==> src/rtl/regfile_write_arbiter.sv <==
// Purpose: shares the single register-file write port between REQ0 (ALU) and
//          REQ1 (load) with round-robin valid/ready arbitration, and sequences
//          a bulk clear that writes zero to every register on consecutive cycles.
// Latency: an accepted request appears on WR_EN/WR_ADDR/WR_DATA one cycle later.
// Backpressure: READYs drop while a clear is requested or running; only one
//          requester is granted per cycle.
// Ports:
//   CLK, RESET                     clock and synchronous active-high reset
//   REQn_VALID/READY/ADDR/DATA     requester n handshake and write payload
//   CLEAR_REQ, CLEAR_BUSY          bulk clear request (level) and progress flag
//   WR_EN, WR_ADDR, WR_DATA        registered register-file write port
module regfile_write_arbiter #(
  parameter int DATA_WIDTH = 8,
  parameter int ADDR_WIDTH = 3
) (
  input  logic                  CLK,
  input  logic                  RESET,
  input  logic                  REQ0_VALID,
  output logic                  REQ0_READY,
  input  logic [ADDR_WIDTH-1:0] REQ0_ADDR,
  input  logic [DATA_WIDTH-1:0] REQ0_DATA,
  input  logic                  REQ1_VALID,
  output logic                  REQ1_READY,
  input  logic [ADDR_WIDTH-1:0] REQ1_ADDR,
  input  logic [DATA_WIDTH-1:0] REQ1_DATA,
  input  logic                  CLEAR_REQ,
  output logic                  CLEAR_BUSY,
  output logic                  WR_EN,
  output logic [ADDR_WIDTH-1:0] WR_ADDR,
  output logic [DATA_WIDTH-1:0] WR_DATA
);

  typedef enum logic {
    RUN   = 1'b0,
    CLEAR = 1'b1
  } state_t;

  localparam logic [ADDR_WIDTH-1:0] LAST_ADDR = '1;

  state_t                state;
  logic [ADDR_WIDTH-1:0] cnt;
  logic                  last_grant;   // index of the most recently granted requester
  logic                  accept;
  logic                  grant0;
  logic                  grant1;

  // A pending or running clear blocks both requesters. Under contention the
  // requester that was not granted last time wins.
  always_comb begin
    accept = (state == RUN) && !CLEAR_REQ;
    grant0 = accept && REQ0_VALID && (!REQ1_VALID || last_grant);
    grant1 = accept && REQ1_VALID && (!REQ0_VALID || !last_grant);
  end

  assign REQ0_READY = grant0;
  assign REQ1_READY = grant1;
  assign CLEAR_BUSY = (state == CLEAR);

  always_ff @(posedge CLK) begin
    if (RESET) begin
      state      <= RUN;
      cnt        <= '0;
      last_grant <= 1'b1;
      WR_EN      <= 1'b0;
      WR_ADDR    <= '0;
      WR_DATA    <= '0;
    end else begin
      case (state)
        RUN: begin
          if (CLEAR_REQ) begin
            // Entry cycle of a clear issues no write.
            state <= CLEAR;
            cnt   <= '0;
            WR_EN <= 1'b0;
          end else if (grant0) begin
            WR_EN      <= 1'b1;
            WR_ADDR    <= REQ0_ADDR;
            WR_DATA    <= REQ0_DATA;
            last_grant <= 1'b0;
          end else if (grant1) begin
            WR_EN      <= 1'b1;
            WR_ADDR    <= REQ1_ADDR;
            WR_DATA    <= REQ1_DATA;
            last_grant <= 1'b1;
          end else begin
            // Address and data hold; only the enable drops.
            WR_EN <= 1'b0;
          end
        end
        CLEAR: begin
          WR_EN   <= 1'b1;
          WR_ADDR <= cnt;
          WR_DATA <= '0;
          cnt     <= cnt + 1'b1;   // wraps to zero after the last register
          if (cnt == LAST_ADDR) begin
            state <= RUN;
          end
        end
        default: begin
          state <= RUN;
          WR_EN <= 1'b0;
        end
      endcase
    end
  end

endmodule

==> config.mk <==
export PLATFORM = sky130hd
export DESIGN_NAME = regfile_write_arbiter
export DESIGN_NICKNAME = d
export VERILOG_FILES = /design/src/rtl/regfile_write_arbiter.sv
export SDC_FILE = /design/constraint.sdc
export NUM_CORES = 1
export LEC_CHECK = 0
export ABC_CLOCK_PERIOD_IN_PS = 1300
export CAP_MARGIN = 20
export CORE_MARGIN = 1.5
export CORE_UTILIZATION = 34
export CTS_CLUSTER_SIZE = 8
export DETAILED_ROUTE_END_ITERATION = 6
export PLACE_DENSITY = 0.69
export SYNTH_ARGS = -nofsm -noshare
export SYNTH_HDL_FRONTEND = slang
export SYNTH_SLANG_ARGS = --single-unit
==> constraint.sdc <==
create_clock -name CLK -period 1.3 [get_ports CLK]
set_clock_uncertainty 0.15 [all_clocks]
set_input_delay 0.26 -clock CLK [delete_from_list [all_inputs] [get_ports CLK]]
set_output_delay 0.26 -clock CLK [all_outputs]
set_load 0.03 [all_outputs]
==> qor.txt, run 1 <==
RSZ-0062 raised after global routing - yes
Std-Cell Rows - 17
Comb power frac - 0.311
Worst setup SP type - register
final period utilization - 1.19
sw frac - 0.283
# clock sinks - 17
# Max-Cap Violations - 0
WS Path Type - reg2out
average wire per standard cell - 12.6 um
CP Capture Type - output pin
Mapped Area - 803 um^2
die width - 51.6 um
Pleak - 0.694 nW
Reg clk slew, reported paths - 0.10 ns
area grow syn2layout - 84.1%
power per cell area - 827 mW/mm^2
port buffer count - 41
worst skew pair latency - 0.29 ns
proportion of layout cells with a drive suffix above 1 - 0.380
Req. time, crit path - 0.89 ns
final core occ - 0.669
commonest non-fill, non-tap cell in the layout - buf_4
endpoints failing hold - 0
Synth top area share - 0.424
core area - 0.00221 mm^2
die area - 0.00266 mm^2
Yosys cell types - 23
Die Span Y - 51.6 um
number of diodes - 0
post-synth net total - 113
WP data arrival - 1.14 ns
largest net degree at the start of global routing - 11
IO Pins - 42
CTS buffer count - 3
Congestion Overflow GR - 0
area post-placement - 0.00133 mm^2
sequential share of the synthesized area - 0.424
H-tree Lvls - 1
Vias/cell - 4.70
clock share of power - 0.227
first drt pass iteration count - 4
commonest cells after routing, fill and taps aside - 28 x buf_4, 23 x clkdlybuf4s50_1, 15 x dfxtp_1
# DRC - 0
Achievable Freq - 647 MHz
Max clock buf depth - 2
failing checks - setup timing
CP Max Fanout - 4
Final setup viols - 14
Routed Antenna Nets - 0
area leader, netlist - dfxtp_1
Hold Crit Class - reg2reg
yosys warns - 0
TritonCTS clock tree - done
internal power - 876 uW
dpl hpwl - 1640 um
first-pass GRT wire length - 3450 um
Nets - 180
fin cells - 178
Psw - 346 uW
gr usage total - 0.175
Max VDD drop - 0.659 mV
worst rel slew slack - 0.820
Initial Utilization - 0.363
Final Cell Area - 0.00148 mm^2
placed insts - 167
GP Congestion - 0.706
hold_buf cts - 0
vias after detailed routing - 836
pre-CTS setup slack - -0.497 ns
fin crit period - 1.55 ns
status - complete, but fails checks
Max Transition Viols Final - 0
share of power burned in registers - 0.462
worst-margin pin slew - 0.270 ns
clock root buffer - clkbuf_4
Final WS setup - -0.247 ns
post-synthesis register bit count - 17
vias in the first global route - 818
initial antenna violation count - 0
Syn Area/Cell - 9.56 um^2
Synth area leaders - dfxtp_1 42%, mux2i_1 15%, nand2_1 6.1%
post-synthesis cell count - 84
final wirelength - 2240 um
1st-iter DRT viols - 7
[metrics by stage]
step / hold slack, ns / TNS [ns] / total power [mW]
final: 0.300 / -1.45 / 1.22
after global routing: 0.319 / -2.26 / 1.29
after CTS: 0.304 / -1.83 / 1.22
after detailed placement: 0.291 / -7.21 / 0.911
after global placement: 0.285 / -6.53 / 0.905
after floorplan: 0.278 / -0.0912 / 0.729
[power groups by stage]
stage	clock network (mW)	registers [mW]	logic, mW
detailed placement	0	0.576	0.335
floorplan	0	0.622	0.107
finish	0.278	0.565	0.380
global route	0.317	0.567	0.404
global placement	0	0.575	0.330
CTS	0.291	0.564	0.367
[routing by layer]
layer / track usage / wire (um) / vias up
li1: - / - / 427
met1: 0.174 / 823 / 383
met2: 0.344 / 1270 / 20
met3: 0.0431 / 101 / 6
met4: 0.0658 / 49 / 0
met5: 0 / 0 / -
[critical path, cell delays in order (launching register included)]
cell,delay (ns)
dfxtp_4,0.36
nor2_4,0.14
nand2_2,0.08
a21oi_2,0.12
buf_6,0.14
[synth_stat cells]
library cell,number
nand2_1,13
nor2_4,1
nor3b_4,1
o21bai_4,1
a31oi_1,2
inv_1,2
and2_1,2
nand3_4,1
o22ai_1,2
ha_1,2
o21ai_1,8
mux2i_1,12
a211oi_1,1
buf_2,2
a211o_1,1
clkbuf_1,1
dfxtp_1,17
nand2b_1,1
buf_8,1
o221ai_1,1
nor2_1,6
a21oi_1,4
nor3b_1,2
[cell type report]
| class | count | area (um^2) |
|---|---|---|
| fill | 197 | 733 |
| timing repair buffer | 66 | 606 |
| multi-input combinational | 61 | 454 |
| sequential | 17 | 345 |
| tap | 28 | 35.0 |
| clock buffer | 3 | 22.5 |
| inverter | 2 | 11.3 |
| clock inverter | 1 | 5.00 |
[final timing paths]
kind / start / cells after the start / end / slack [ns]
setup reg to reg: CLEAR_BUSY$_SDFF_PP0_ / 6 / WR_ADDR[1]$_SDFFE_PP0P_ / -0.10
setup / recovery: CLEAR_BUSY$_SDFF_PP0_ / 4 / REQ1_READY / -0.25
hold / removal: WR_DATA[0]$_SDFFE_PP0P_ / 2 / WR_DATA[0]$_SDFFE_PP0P_ / 0.30
hold reg to reg: WR_DATA[0]$_SDFFE_PP0P_ / 2 / WR_DATA[0]$_SDFFE_PP0P_ / 0.30
[kinds of logic after synthesis]
logic type / Yosys count / synth area share
muxes: 12 / 0.150
DFF: 17 / 0.424
adders and majority gates: 2 / 0.0311
buffers and inverters: 6 / 0.0452
and+or+nand+nor: 27 / 0.190
AOI/OAI and AO/OA: 20 / 0.160
[flip-flops by register name (all words and copies together), names as in the netlist]
| register | count |
|---|---|
| WR_ADDR | 3 |
| cnt | 3 |
| last_grant | 1 |
| WR_EN | 1 |
| CLEAR_BUSY | 1 |
| WR_DATA | 8 |
[repair_timing]
action,4_1_cts,5_1_grt
gates cloned,0,0
setup endpoints to repair,15,17
gates resized for setup,17,5
pin swaps,9,8
buffers inserted,5,2
No activity file was read; power rests on OpenSTA's default activity.
==> run 2, diff against run 1 <==
- CORE_UTILIZATION: 34 -> 25
- CTS_BUF_LIST: default -> sky130_fd_sc_hd__clkbuf_4
- PLACE_DENSITY: 0.69 -> 0.53
- TNS_END_PERCENT: default -> 100
==> qor.txt, run 2 (synthesized netlist as in run 1, its figures left out) <==
worst setup path start - CLEAR_BUSY$_SDFF_PP0_
largest net degree at the start of global routing - 12 (+1)
worst rel slew slack - 0.840 (+0.0199)
dpl hpwl - 1670 um (+1.9%)
Achievable Freq - 619 MHz (-4.3%)
Final WS setup - -0.316 ns (-0.0693 ns)
Hold Crit Class - reg2reg
Final setup viols - 14 (unchanged)
Vias/cell - 4.39 (-6.5%)
Worst setup SP type - register
status - complete, but fails checks
final wirelength - 2340 um (+4.6%)
Worst setup endpoint - REQ1_READY
endpoints failing hold - 0 (unchanged)
vias in the first global route - 822 (+0.49%)
r2r endpoint - WR_ADDR[2]$_SDFFE_PP0P_
IO Pins - 42 (unchanged)
1st-iter DRT viols - 5 (-2)
Fin Hold WS - 0.313 ns (+0.0132 ns)
CP Capture Type - output pin
failing checks - setup timing
Top reg by flops - WR_DATA
die area - 0.00356 mm^2 (+34%)
Max VDD drop - 0.375 mV (-43%)
CP Buf/Inv Count - 2 (+1)
commonest cells after routing, fill and taps aside - 24 x buf_4, 23 x clkdlybuf4s50_1, 15 x dfxtp_1
final core occ - 0.525 (-0.144)
Psw - 364 uW (+5.1%)
clock root buffer - clkbuf_4
die width - 59.7 um (+16%)
Congestion Overflow GR - 0 (unchanged)
Crit path depth - 5 (+1)
core area - 0.00305 mm^2 (+38%)
Nets - 180 (unchanged)
number of diodes - 0 (unchanged)
sw frac - 0.282 (-0.00124)
# DRC - 0 (unchanged)
Req. time, crit path - 0.89 ns (about the same)
max reg flops - 8 (unchanged)
Std-Cell Rows - 20 (+3)
port buffer count - 41 (unchanged)
reg2reg start - CLEAR_BUSY$_SDFF_PP0_
Power Total - 1.29 mW (+5.5%)
most frequent cell on the critical path - buf_6
internal power - 927 uW (+5.7%)
area grow syn2layout - 99.5%
first drt pass iteration count - 2 (-2)
top flop regs - WR_DATA x8, WR_ADDR x3, cnt x3
met2 Track Usage GR - 0.234 (-0.110)
CP Max Fanout - 3 (-1)
WP data arrival - 1.21 ns (+0.07 ns)
gr busiest metal - met2
Reg clk slew, reported paths - 0.10 ns (about the same)
Comb power frac - 0.328 (+0.017)
vias after detailed routing - 852 (+1.9%)
power per cell area - 805 mW/mm^2 (-2.6%)
CTS buffer count - 3 (unchanged)
fin crit period - 1.62 ns (+0.0693 ns)
worst skew pair latency - 0.28 ns (about the same)
Initial Utilization - 0.263 (-0.100)
average wire per standard cell - 12.1 um (-4.1%)
reg2reg setup slack - -0.12 ns (-0.02 ns)
# Max-Cap Violations - 0 (unchanged)
Slowest cell on crit path - dfxtp_4
R2R cell count - 6 (unchanged)
GR Util met1 - 0.165 (-0.00904)
TritonCTS clock tree - done
worst-margin pin slew - 0.240 ns (-0.0307 ns)
area post-placement - 0.00131 mm^2 (-1.3%)
proportion of layout cells with a drive suffix above 1 - 0.473 (+0.0933)
gr usage total - 0.141 (-0.0344)
Die Span Y - 59.7 um (+16%)
Final Cell Area - 0.00160 mm^2 (+8.4%)
GR Layer Usage met3 - 0.0411 (-0.00198)
Routed Antenna Nets - 0 (unchanged)
Pleak - 0.694 nW (about the same)
WS Path Type - reg2out
initial antenna violation count - 0 (unchanged)
clock share of power - 0.234 (+0.007)
first-pass GRT wire length - 3650 um (+5.8%)
Max Transition Viols Final - 0 (unchanged)
share of power burned in registers - 0.439 (-0.023)
H-tree Lvls - 1 (unchanged)
Top delay family on crit path - flip-flops
final period utilization - 1.24 (+0.0533)
GP Congestion - 0.742 (+5.1%)
Filler Cell Count - 299 (+52%)
critical path, cell by cell - nor2_4 -> buf_6 -> nand2_4 -> a21oi_4 -> buf_6
# clock sinks - 17 (unchanged)
Max clock buf depth - 2 (unchanged)
RSZ-0062 raised after global routing - yes
commonest non-fill, non-tap cell in the layout - buf_4
Worst path max stage delay - 0.36 ns (about the same)
[run 2: worst min path at each step]
stage / to / cells after the start / slack, ns / start
2_1_floorplan: last_grant$_SDFFE_PP1P_ / 2 / 0.28 / REQ0_VALID
3_3_place_gp: WR_DATA[4]$_SDFFE_PP0P_ / 2 / 0.29 / WR_DATA[4]$_SDFFE_PP0P_
3_5_place_dp: WR_DATA[2]$_SDFFE_PP0P_ / 2 / 0.30 / WR_DATA[2]$_SDFFE_PP0P_
4_1_cts: WR_DATA[1]$_SDFFE_PP0P_ / 2 / 0.31 / WR_DATA[1]$_SDFFE_PP0P_
5_1_grt: WR_DATA[4]$_SDFFE_PP0P_ / 2 / 0.33 / WR_DATA[4]$_SDFFE_PP0P_
6_report: WR_DATA[2]$_SDFFE_PP0P_ / 2 / 0.31 / WR_DATA[2]$_SDFFE_PP0P_
[run 2: cell type report]
type	instances	area, um^2	area share
timing repair buffer	66	631	0.393
inverter	2	11.3	0.00703
sequential	17	345	0.215
clock buffer	4	30.0	0.0187
multi-input combinational	61	531	0.331
tap	44	55.1	0.0343
[run 2: routing by layer]
layer  part of all wire  up-vias
met5                  0        -
met4              0.013        0
met2               0.48       32
li1                   -      431
met3              0.094        4
met1               0.41      385
[run 2: power by group through the flow]
stage	combinational (mW)	sequential (mW)	clock, mW
final	0.423	0.566	0.301
after global routing	0.451	0.569	0.340
after CTS	0.389	0.565	0.319
after detailed placement	0.326	0.577	0
after global placement	0.322	0.576	0
after floorplan	0.107	0.622	0
[run 2: per-stage QoR]
stage          cells  setup WS (ns)  setup TNS (ns)
4_1_cts          193         -0.349           -2.07
6_report         194         -0.316           -1.89
2_1_floorplan     84        -0.0458         -0.0912
3_3_place_gp     178         -0.502           -7.25
3_5_place_dp     178         -0.541           -7.66
5_1_grt          194         -0.390           -2.85
[run 2: repair_timing]
| item | in CTS | in global routing |
|---|---|---|
| hold buffers | 0 | 0 |
| endpoints found under the setup margin | 15 | 18 |
| buffers inserted | 10 | 2 |
| gates cloned | 1 | 0 |
| gates resized for setup | 23 | 21 |
| pin swaps | 7 | 10 |
[run 2: worst reg2reg max path: stages (launching register included)]
cell	delay, ns
dfxtp_4	0.36
nor2_4	0.14
nand3_4	0.12
buf_6	0.16
buf_6	0.12
mux2i_2	0.18
o22ai_1	0.08
==> run 3, diff against run 2 <==
- CORE_UTILIZATION: 25 -> 36
- GPL_ROUTABILITY_DRIVEN: default -> 0
- PLACE_DENSITY: 0.53 -> 0.73
==> qor.txt, run 3 (synthesized netlist as in run 1, its figures left out) <==
proportion of layout cells with a drive suffix above 1 - 0.425 (-0.0487)
Final Cell Area - 0.00151 mm^2 (-5.9%)
Psw - 367 uW (+1.0%)
Worst Hold Depth - 2 (unchanged)
top flop regs - WR_DATA x8, WR_ADDR x3, cnt x3
die area - 0.00252 mm^2 (-29%)
core area - 0.00202 mm^2 (-34%)
area of the multi-input gates - 508 um^2 (-4.2%)
clock root buffer - clkbuf_4
# Max-Cap Violations - 0 (unchanged)
Pleak - 0.680 nW (-2.0%)
commonest cells after routing, fill and taps aside - 23 x clkdlybuf4s50_1, 22 x buf_4, 16 x dfxtp_1
WP data arrival - 1.13 ns (-0.08 ns)
Hold Crit Class - reg2reg
largest net degree at the start of global routing - 11 (-1)
R2R cell count - 6 (unchanged)
Max clock buf depth - 2 (unchanged)
Power Total - 1.25 mW (-3.3%)
vias in the first global route - 763 (-7.2%)
Congestion Overflow GR - 0 (unchanged)
area post-placement - 0.00129 mm^2 (-1.6%)
H-tree Lvls - 1 (unchanged)
first drt pass iteration count - 3 (+1)
# clock sinks - 17 (unchanged)
Routed Antenna Nets - 0 (unchanged)
# DRC - 0 (unchanged)
Vias/cell - 4.86 (+11%)
final period utilization - 1.19 (-0.0574)
TritonCTS clock tree - done
CP Capture Type - output pin
Die Span Y - 50.2 um (-16%)
final wirelength - 2280 um (-2.5%)
worst rel slew slack - 0.871 (+0.0309)
Req. time, crit path - 0.89 ns (about the same)
WS Path Type - reg2out
reg2reg setup slack - -0.11 ns (about the same)
area grow syn2layout - 87.7%
port buffer count - 41 (unchanged)
Std-Cell Rows - 16 (-20%)
die width - 50.2 um (-16%)
Final WS setup - -0.241 ns (+0.0747 ns)
Worst setup SP type - register
Max Transition Viols Final - 0 (unchanged)
Fin Hold WS - 0.303 ns (-0.00932 ns)
endpoints failing hold - 0 (unchanged)
sw frac - 0.295 (+0.0127)
max reg flops - 8 (unchanged)
average wire per standard cell - 13.2 um (+9.4%)
share of power burned in registers - 0.453 (+0.014)
Top reg by flops - WR_DATA
CP Max Fanout - 3 (unchanged)
gr usage total - 0.184 (+0.0426)
first-pass GRT wire length - 3510 um (-4.0%)
min-delay src - WR_DATA[2]$_SDFFE_PP0P_
Filler Cell Count - 149 (-50%)
IO Pins - 42 (unchanged)
Achievable Freq - 649 MHz (+4.8%)
dpl hpwl - 1630 um (-2.4%)
number of diodes - 0 (unchanged)
internal power - 880 uW (-5.0%)
failing checks - setup timing
Worst Hold End - WR_DATA[2]$_SDFFE_PP0P_
Max VDD drop - 0.591 mV (+58%)
clock share of power - 0.232 (-0.002)
power per cell area - 827 mW/mm^2 (+2.8%)
worst setup path start - CLEAR_BUSY$_SDFF_PP0_
setup tns final - -1.37 ns (+0.521 ns)
Initial Utilization - 0.397 (+0.134)
worst skew pair latency - 0.29 ns (about the same)
final core occ - 0.746 (+0.221)
Register Area - 344 um^2 (-0.36%)
reg2reg start - CLEAR_BUSY$_SDFF_PP0_
RSZ-0062 raised after global routing - yes
commonest non-fill, non-tap cell in the layout - clkdlybuf4s50_1
vias after detailed routing - 841 (-1.3%)
Nets - 176 (-2.2%)
fin crit period - 1.54 ns (-0.0747 ns)
initial antenna violation count - 0 (unchanged)
CTS buffer count - 3 (unchanged)
1st-iter DRT viols - 7 (+2)
hold_buf cts - 0 (unchanged)
Comb power frac - 0.316 (-0.012)
worst-margin pin slew - 0.190 ns (-0.0494 ns)
Reg clk slew, reported paths - 0.11 ns (about the same)
Final setup viols - 16 (+2)
r2r endpoint - WR_ADDR[2]$_SDFFE_PP0P_
status - complete, but fails checks
run 3: critical path, cell delays in order, from the launching register on:
cell     delay [ns]
dfxtp_4        0.37
nor2_4         0.13
nand2_2        0.08
a21oi_2        0.13
buf_6          0.14
run 3: timing repair:
item / in CTS / in global routing
pin swaps: 6 / 4
endpoints found under the setup margin: 14 / 17
setup buffers: 6 / 3
resized for setup: 15 / 22
run 3: routing by layer:
layer / share of wire / global-route usage / wire length (um)
met1: 0.39 / 0.207 / 880
met4: 0.011 / 0.0694 / 25
met2: 0.54 / 0.333 / 1230
met3: 0.064 / 0.0387 / 147
met5: 0 / 0 / 0
run 3: area by class of cell:
type                            instances  share of cell area
Inverter                                2             0.00747
Clock inverter                          1             0.00332
Sequential cell                        17               0.228
Timing Repair Buffer                   62               0.387
Tap cell                               27              0.0224
Multi-Input combinational cell         61               0.337
Clock buffer                            3              0.0149
run 3: how the worst max path moves through the flow:
stage	end	slack (ns)	cells past startpoint
detailed placement	WR_DATA[1]$_SDFFE_PP0P_	-0.55	6
global placement	WR_DATA[3]$_SDFFE_PP0P_	-0.47	6
finish	REQ1_READY	-0.24	4
CTS	REQ1_READY	-0.26	4
floorplan	REQ1_READY	-0.05	3
global route	REQ1_READY	-0.31	4
run 3: per-stage QoR:
| step | setup slack (ns) | instances |
|---|---|---|
| after global placement | -0.466 | 161 |
| after global routing | -0.310 | 173 |
| after CTS | -0.261 | 171 |
| after floorplan | -0.0458 | 84 |
| final | -0.241 | 173 |
| after detailed placement | -0.549 | 161 |
run 3: power by group through the flow:
stage,registers (mW),logic [mW],clock network [mW]
floorplan,0.622,0.107,0
global placement,0.575,0.320,0
detailed placement,0.576,0.323,0
CTS,0.564,0.355,0.296
global route,0.569,0.419,0.334
finish,0.565,0.394,0.289
